--- src/rtl/mem_arbiter.sv ---
// rtl/mem_arbiter.sv - two-requester round-robin arbiter for the shared single-port memory
// Optional MEM_ARB_HOLD_LIMIT_EN: forces a handover after MAX_HOLD consecutive acks under contention.
module mem_arbiter #(
  parameter int AWIDTH   = 5,
  parameter int DWIDTH   = 8,
  parameter int MAX_HOLD = 4
) (
  input  logic              clk,
  input  logic              rst,
  input  logic              req0,
  input  logic              req1,
  input  logic              wr0,
  input  logic              wr1,
  input  logic [AWIDTH-1:0] addr0,
  input  logic [AWIDTH-1:0] addr1,
  input  logic [DWIDTH-1:0] wdata0,
  input  logic [DWIDTH-1:0] wdata1,
  output logic              gnt0,
  output logic              gnt1,
  output logic              ack0,
  output logic              ack1,
  output logic [DWIDTH-1:0] rdata,
  output logic              mem_rd,
  output logic              mem_wr,
  output logic [AWIDTH-1:0] mem_addr,
  output logic [DWIDTH-1:0] mem_wdata,
  input  logic [DWIDTH-1:0] mem_rdata
);

  typedef enum logic [1:0] {
    IDLE = 2'd0,
    G0   = 2'd1,
    G1   = 2'd2
  } state_e;

  state_e state_q, state_d;
  logic   last_q, last_d;
  logic   hold_hit;

  assign rdata = mem_rdata;

`ifdef MEM_ARB_HOLD_LIMIT_EN
  localparam int HW = $clog2(MAX_HOLD + 1);

  logic [HW-1:0] hold_cnt_q, hold_cnt_d;

  assign hold_hit = (ack0 | ack1) && (hold_cnt_q == HW'(MAX_HOLD - 1));

  // Counts acks within the current grant; any state change restarts the run.
  always_comb begin
    hold_cnt_d = hold_cnt_q;
    if (state_d != state_q) begin
      hold_cnt_d = '0;
    end else if ((ack0 | ack1) && (hold_cnt_q != HW'(MAX_HOLD))) begin
      hold_cnt_d = hold_cnt_q + 1'b1;
    end
  end

  always_ff @(posedge clk) begin
    if (rst) begin
      hold_cnt_q <= '0;
    end else begin
      hold_cnt_q <= hold_cnt_d;
    end
  end
`else
  assign hold_hit = 1'b0;
`endif

  always_ff @(posedge clk) begin
    if (rst) begin
      state_q <= IDLE;
      last_q  <= 1'b1;
    end else begin
      state_q <= state_d;
      last_q  <= last_d;
    end
  end

  always_comb begin
    state_d = state_q;
    case (state_q)
      IDLE: begin
        if (req0 && req1) begin
          state_d = last_q ? G0 : G1;
        end else if (req0) begin
          state_d = G0;
        end else if (req1) begin
          state_d = G1;
        end
      end
      G0: begin
        if (!req0) begin
          state_d = req1 ? G1 : IDLE;
        end else if (req1 && hold_hit) begin
          state_d = G1;
        end
      end
      G1: begin
        if (!req1) begin
          state_d = req0 ? G0 : IDLE;
        end else if (req0 && hold_hit) begin
          state_d = G0;
        end
      end
      default: state_d = IDLE;
    endcase
  end

  always_comb begin
    last_d = last_q;
    if (state_d != state_q) begin
      if (state_d == G0) begin
        last_d = 1'b0;
      end else if (state_d == G1) begin
        last_d = 1'b1;
      end
    end
  end

  // Output decode; reset suppresses any access so memory is untouched.
  always_comb begin
    gnt0      = 1'b0;
    gnt1      = 1'b0;
    ack0      = 1'b0;
    ack1      = 1'b0;
    mem_rd    = 1'b0;
    mem_wr    = 1'b0;
    mem_addr  = '0;
    mem_wdata = '0;
    case (state_q)
      G0: begin
        gnt0      = 1'b1;
        ack0      = req0 & ~rst;
        mem_rd    = req0 & ~rst & ~wr0;
        mem_wr    = req0 & ~rst & wr0;
        mem_addr  = addr0;
        mem_wdata = wdata0;
      end
      G1: begin
        gnt1      = 1'b1;
        ack1      = req1 & ~rst;
        mem_rd    = req1 & ~rst & ~wr1;
        mem_wr    = req1 & ~rst & wr1;
        mem_addr  = addr1;
        mem_wdata = wdata1;
      end
      default: ;
    endcase
  end

endmodule

--- config.mk ---
export PLATFORM = sky130hd
export DESIGN_NAME = mem_arbiter
export DESIGN_NICKNAME = d
export VERILOG_FILES = /design/src/rtl/mem_arbiter.sv
export SDC_FILE = /design/constraint.sdc
export NUM_CORES = 1
export LEC_CHECK = 0
export BUFFER_PORTS_ARGS = -buffer_cell sky130_fd_sc_hd__buf_2
export CELL_PAD_IN_SITES_DETAIL_PLACEMENT = 1
export CELL_PAD_IN_SITES_GLOBAL_PLACEMENT = 1
export CORE_ASPECT_RATIO = 0.5
export CORE_MARGIN = 4
export CORE_UTILIZATION = 22
export DETAILED_ROUTE_END_ITERATION = 6
export GPL_TIMING_DRIVEN = 0
export PLACE_DENSITY_LB_ADDON = 0.2
export REMOVE_ABC_BUFFERS = 1
export SETUP_SLACK_MARGIN = 0.4
export SLEW_MARGIN = 40
export SYNTH_ARGS = -nofsm -noshare
export SYNTH_HDL_FRONTEND = slang
export SYNTH_SLANG_ARGS = --single-unit
--- constraint.sdc ---
create_clock -name clk -period 4.7 [get_ports clk]
set_input_delay 0.94 -clock clk [delete_from_list [all_inputs] [get_ports clk]]
set_output_delay 0.94 -clock clk [all_outputs]
set_load 0.1 [all_outputs]
==> impl_metrics.toml <==
[sta]
fmax_ghz = 0.317
fin_hold_ws_ps = 560
relSlewSlack_pct = 56.9
slew_violations = 0
tightest_slew_ps = 646
fin_crit_sh_pct = 67.1
grt_setup_unrepaired = "false"
finalSetupTns_ps = 0
worst_slack_ps = 1550
period_minus_slack_ps = 3150
setup_viol = 0
skew_ps = 1.13
hold_viol_final = 0

[cts]
cts_tree = "yes"
cts_buffer_depth = 2
cts_num_sinks = 3
cts_root_buffer = "clkbuf_8"
worst_skew_pair.late_latency_ps = 210
cts_buffers = 3
cts_resized = 0
post_cts_buffers = 0
clk_pin_slew_ps = 30
h-tree-depth = 1
cts_hold_buf = 0

[power_and_ir_drop]
total_power_uw = 433
power_leakage_nw = 0.430
power_density_nw_per_um2 = 501
max-vdd-ir-drop_uv = 196

[placement]
io_buffers = 50
post-place-ws_ps = 1750
dp_hpwl_um = 1670
place.gp.congestion = 0.654
placed_area_um2 = 820

[detailed_routing]
drt-wirelength-per-cell_um = 13.2
drtAntennaViolNets = 0
via_per_inst = 4.56
wirelength_um = 2100
drc = 0
via_count = 725
first_iter_violations = 34
firstDrtPassIters = 4

[global_route]
antenna_found_initial = 0
grt_pass1_wl_um = 3120
grt_usage_pct = 10.8
grt_start_max_net_pins = 19
grt_pass1_vias = 737
overflow = 0

[synth]
synthCells = 81
ys_warn_count = 0
avgSynthCellArea_um2 = 7.52
synth_cell_types = 22
ys_seq_area_share_pct = 9.86
synth-seq-cells = 3
synth_area_um2 = 609

[cells_and_area]
drive_gt1_share_pct = 45.1
synthToLayoutAreaGrowth_pct = 41.9
postLayoutCellArea_um2 = 865
antennaDiodeCount = 0
fin_nets = 169

[floorplan]
dieArea_um2 = 3730
io_pins = 67
fp.dieW_um = 82.4
fp.coreArea_um2 = 2620
start_util_pct = 23.3
die_y_um = 45.2
num_rows = 13

[status]
outcome = "finished clean"

[worst_setup_path]
reg2reg_slack_ps = 2320
start_kind = "flip-flop"
path_max_fanout = 18
crit_type = "reg -> out"
cp_data_required_time_ps = 3760
endpoint_kind = "primary output"
arrival_ps = 2210

[job]
maxCapViolations = 0

[worst_hold_path]
hp-class = "reg -> reg"
stage by stage:
| step | instances | utilization (%) |
|---|---|---|
| 6_report | 159 | 33.0 |
| 5_1_grt | 159 | 33.0 |
| 4_1_cts | 159 | 33.0 |
| 3_5_place_dp | 155 | 31.3 |
| 3_3_place_gp | 155 | 31.3 |
| 2_1_floorplan | 68 | - |
cells in the mapped netlist (all sizes together):
library cell | instances | area (um^2)
nor2 | 5 | 18.8
o21a | 1 | 7.51
clkbuf | 4 | 15.0
inv | 4 | 15.0
a22oi | 15 | 113
a2bb2oi | 1 | 15.0
nand3b | 1 | 7.51
dfxtp | 3 | 60.1
nor3 | 2 | 10.0
a21oi | 1 | 8.76
a32oi | 1 | 8.76
buf | 9 | 71.3
nand2 | 3 | 11.3
o21ai | 1 | 5.00
nor2b | 16 | 100
mux2i | 1 | 10.0
a22o | 2 | 17.5
o21bai | 2 | 15.0
xnor2 | 2 | 17.5
a21boi | 1 | 7.51
ha | 6 | 75.1
worst max-delay path, cell delays in order, from the launching register on:
cell,delay (ps)
dfxtp_1,340
inv_1,140
ha_1,590
nand2_1,140
nor2_1,160
a22oi_1,80
nor2b_1,110
buf_2,430
where the power goes:
part,internal [mW],total (mW),switching (mW),leakage (nW)
combinational,0.0890,0.319,0.230,0.382
clock,0.0577,0.0736,0.0158,0.0228
sequential,0.0327,0.0399,0.00721,0.0247
registers in the layout, indices dropped and copies added (netlist names):
register	cells
last_q	1
state_q	2
routing by layer:
layer	track usage, %	up-vias	routed length [um]
met2	20.1	23	1130
met3	2.39	2	108
met1	12.2	340	852
li1	-	360	-
met5	0	-	0
met4	3.97	0	5
final cells by class:
type,instances,area (um^2)
inverter,4,15.0
multi-input combinational,61,448
sequential,3,60.1
clock buffer,4,45.0
fill,357,1750
tap,37,46.3
timing repair buffer,50,250
worst paths after layout:
check	start	end	depth (start not counted)
max reg2reg	state_q[0]	last_q	9
max	state_q[0]	mem_wr	7
min reg2reg	last_q	last_q	2
min	last_q	last_q	2
logic make-up after synthesis:
logic type / after synthesis / share of synthesized area (%)
xor+xnor: 2 / 2.88
fa+ha+maj: 6 / 12.3
flops: 3 / 9.86
simple gates: 27 / 24.2
buf+inv: 17 / 16.6
mux: 1 / 1.64
compound gates: 25 / 32.4
layout by cell type, fill, tap and decap left out:
| cell type | Yosys | routed |
|---|---|---|
| buf_2 | 0 | 50 |
| nor2b_1 | 16 | 16 |
| a22oi_1 | 15 | 15 |
| ha_1 | 6 | 6 |
| nor2_1 | 5 | 5 |
| inv_1 | 4 | 4 |
| nand2_1 | 3 | 3 |
| clkbuf_8 | 0 | 3 |
| dfxtp_1 | 3 | 3 |
| a22o_1 | 2 | 2 |
| o21bai_1 | 2 | 2 |
| nor3_1 | 2 | 2 |
| xnor2_1 | 2 | 2 |
| a32oi_1 | 1 | 1 |
| a2bb2oi_2 | 1 | 1 |
| nand3b_1 | 1 | 1 |
| o21ai_0 | 1 | 1 |
| a21boi_0 | 1 | 1 |
| o21a_1 | 1 | 1 |
| a21oi_2 | 1 | 1 |
| mux2i_1 | 1 | 1 |
| clkbuf_1 | 4 | 1 |
Power figures use the tool's default switching activity.
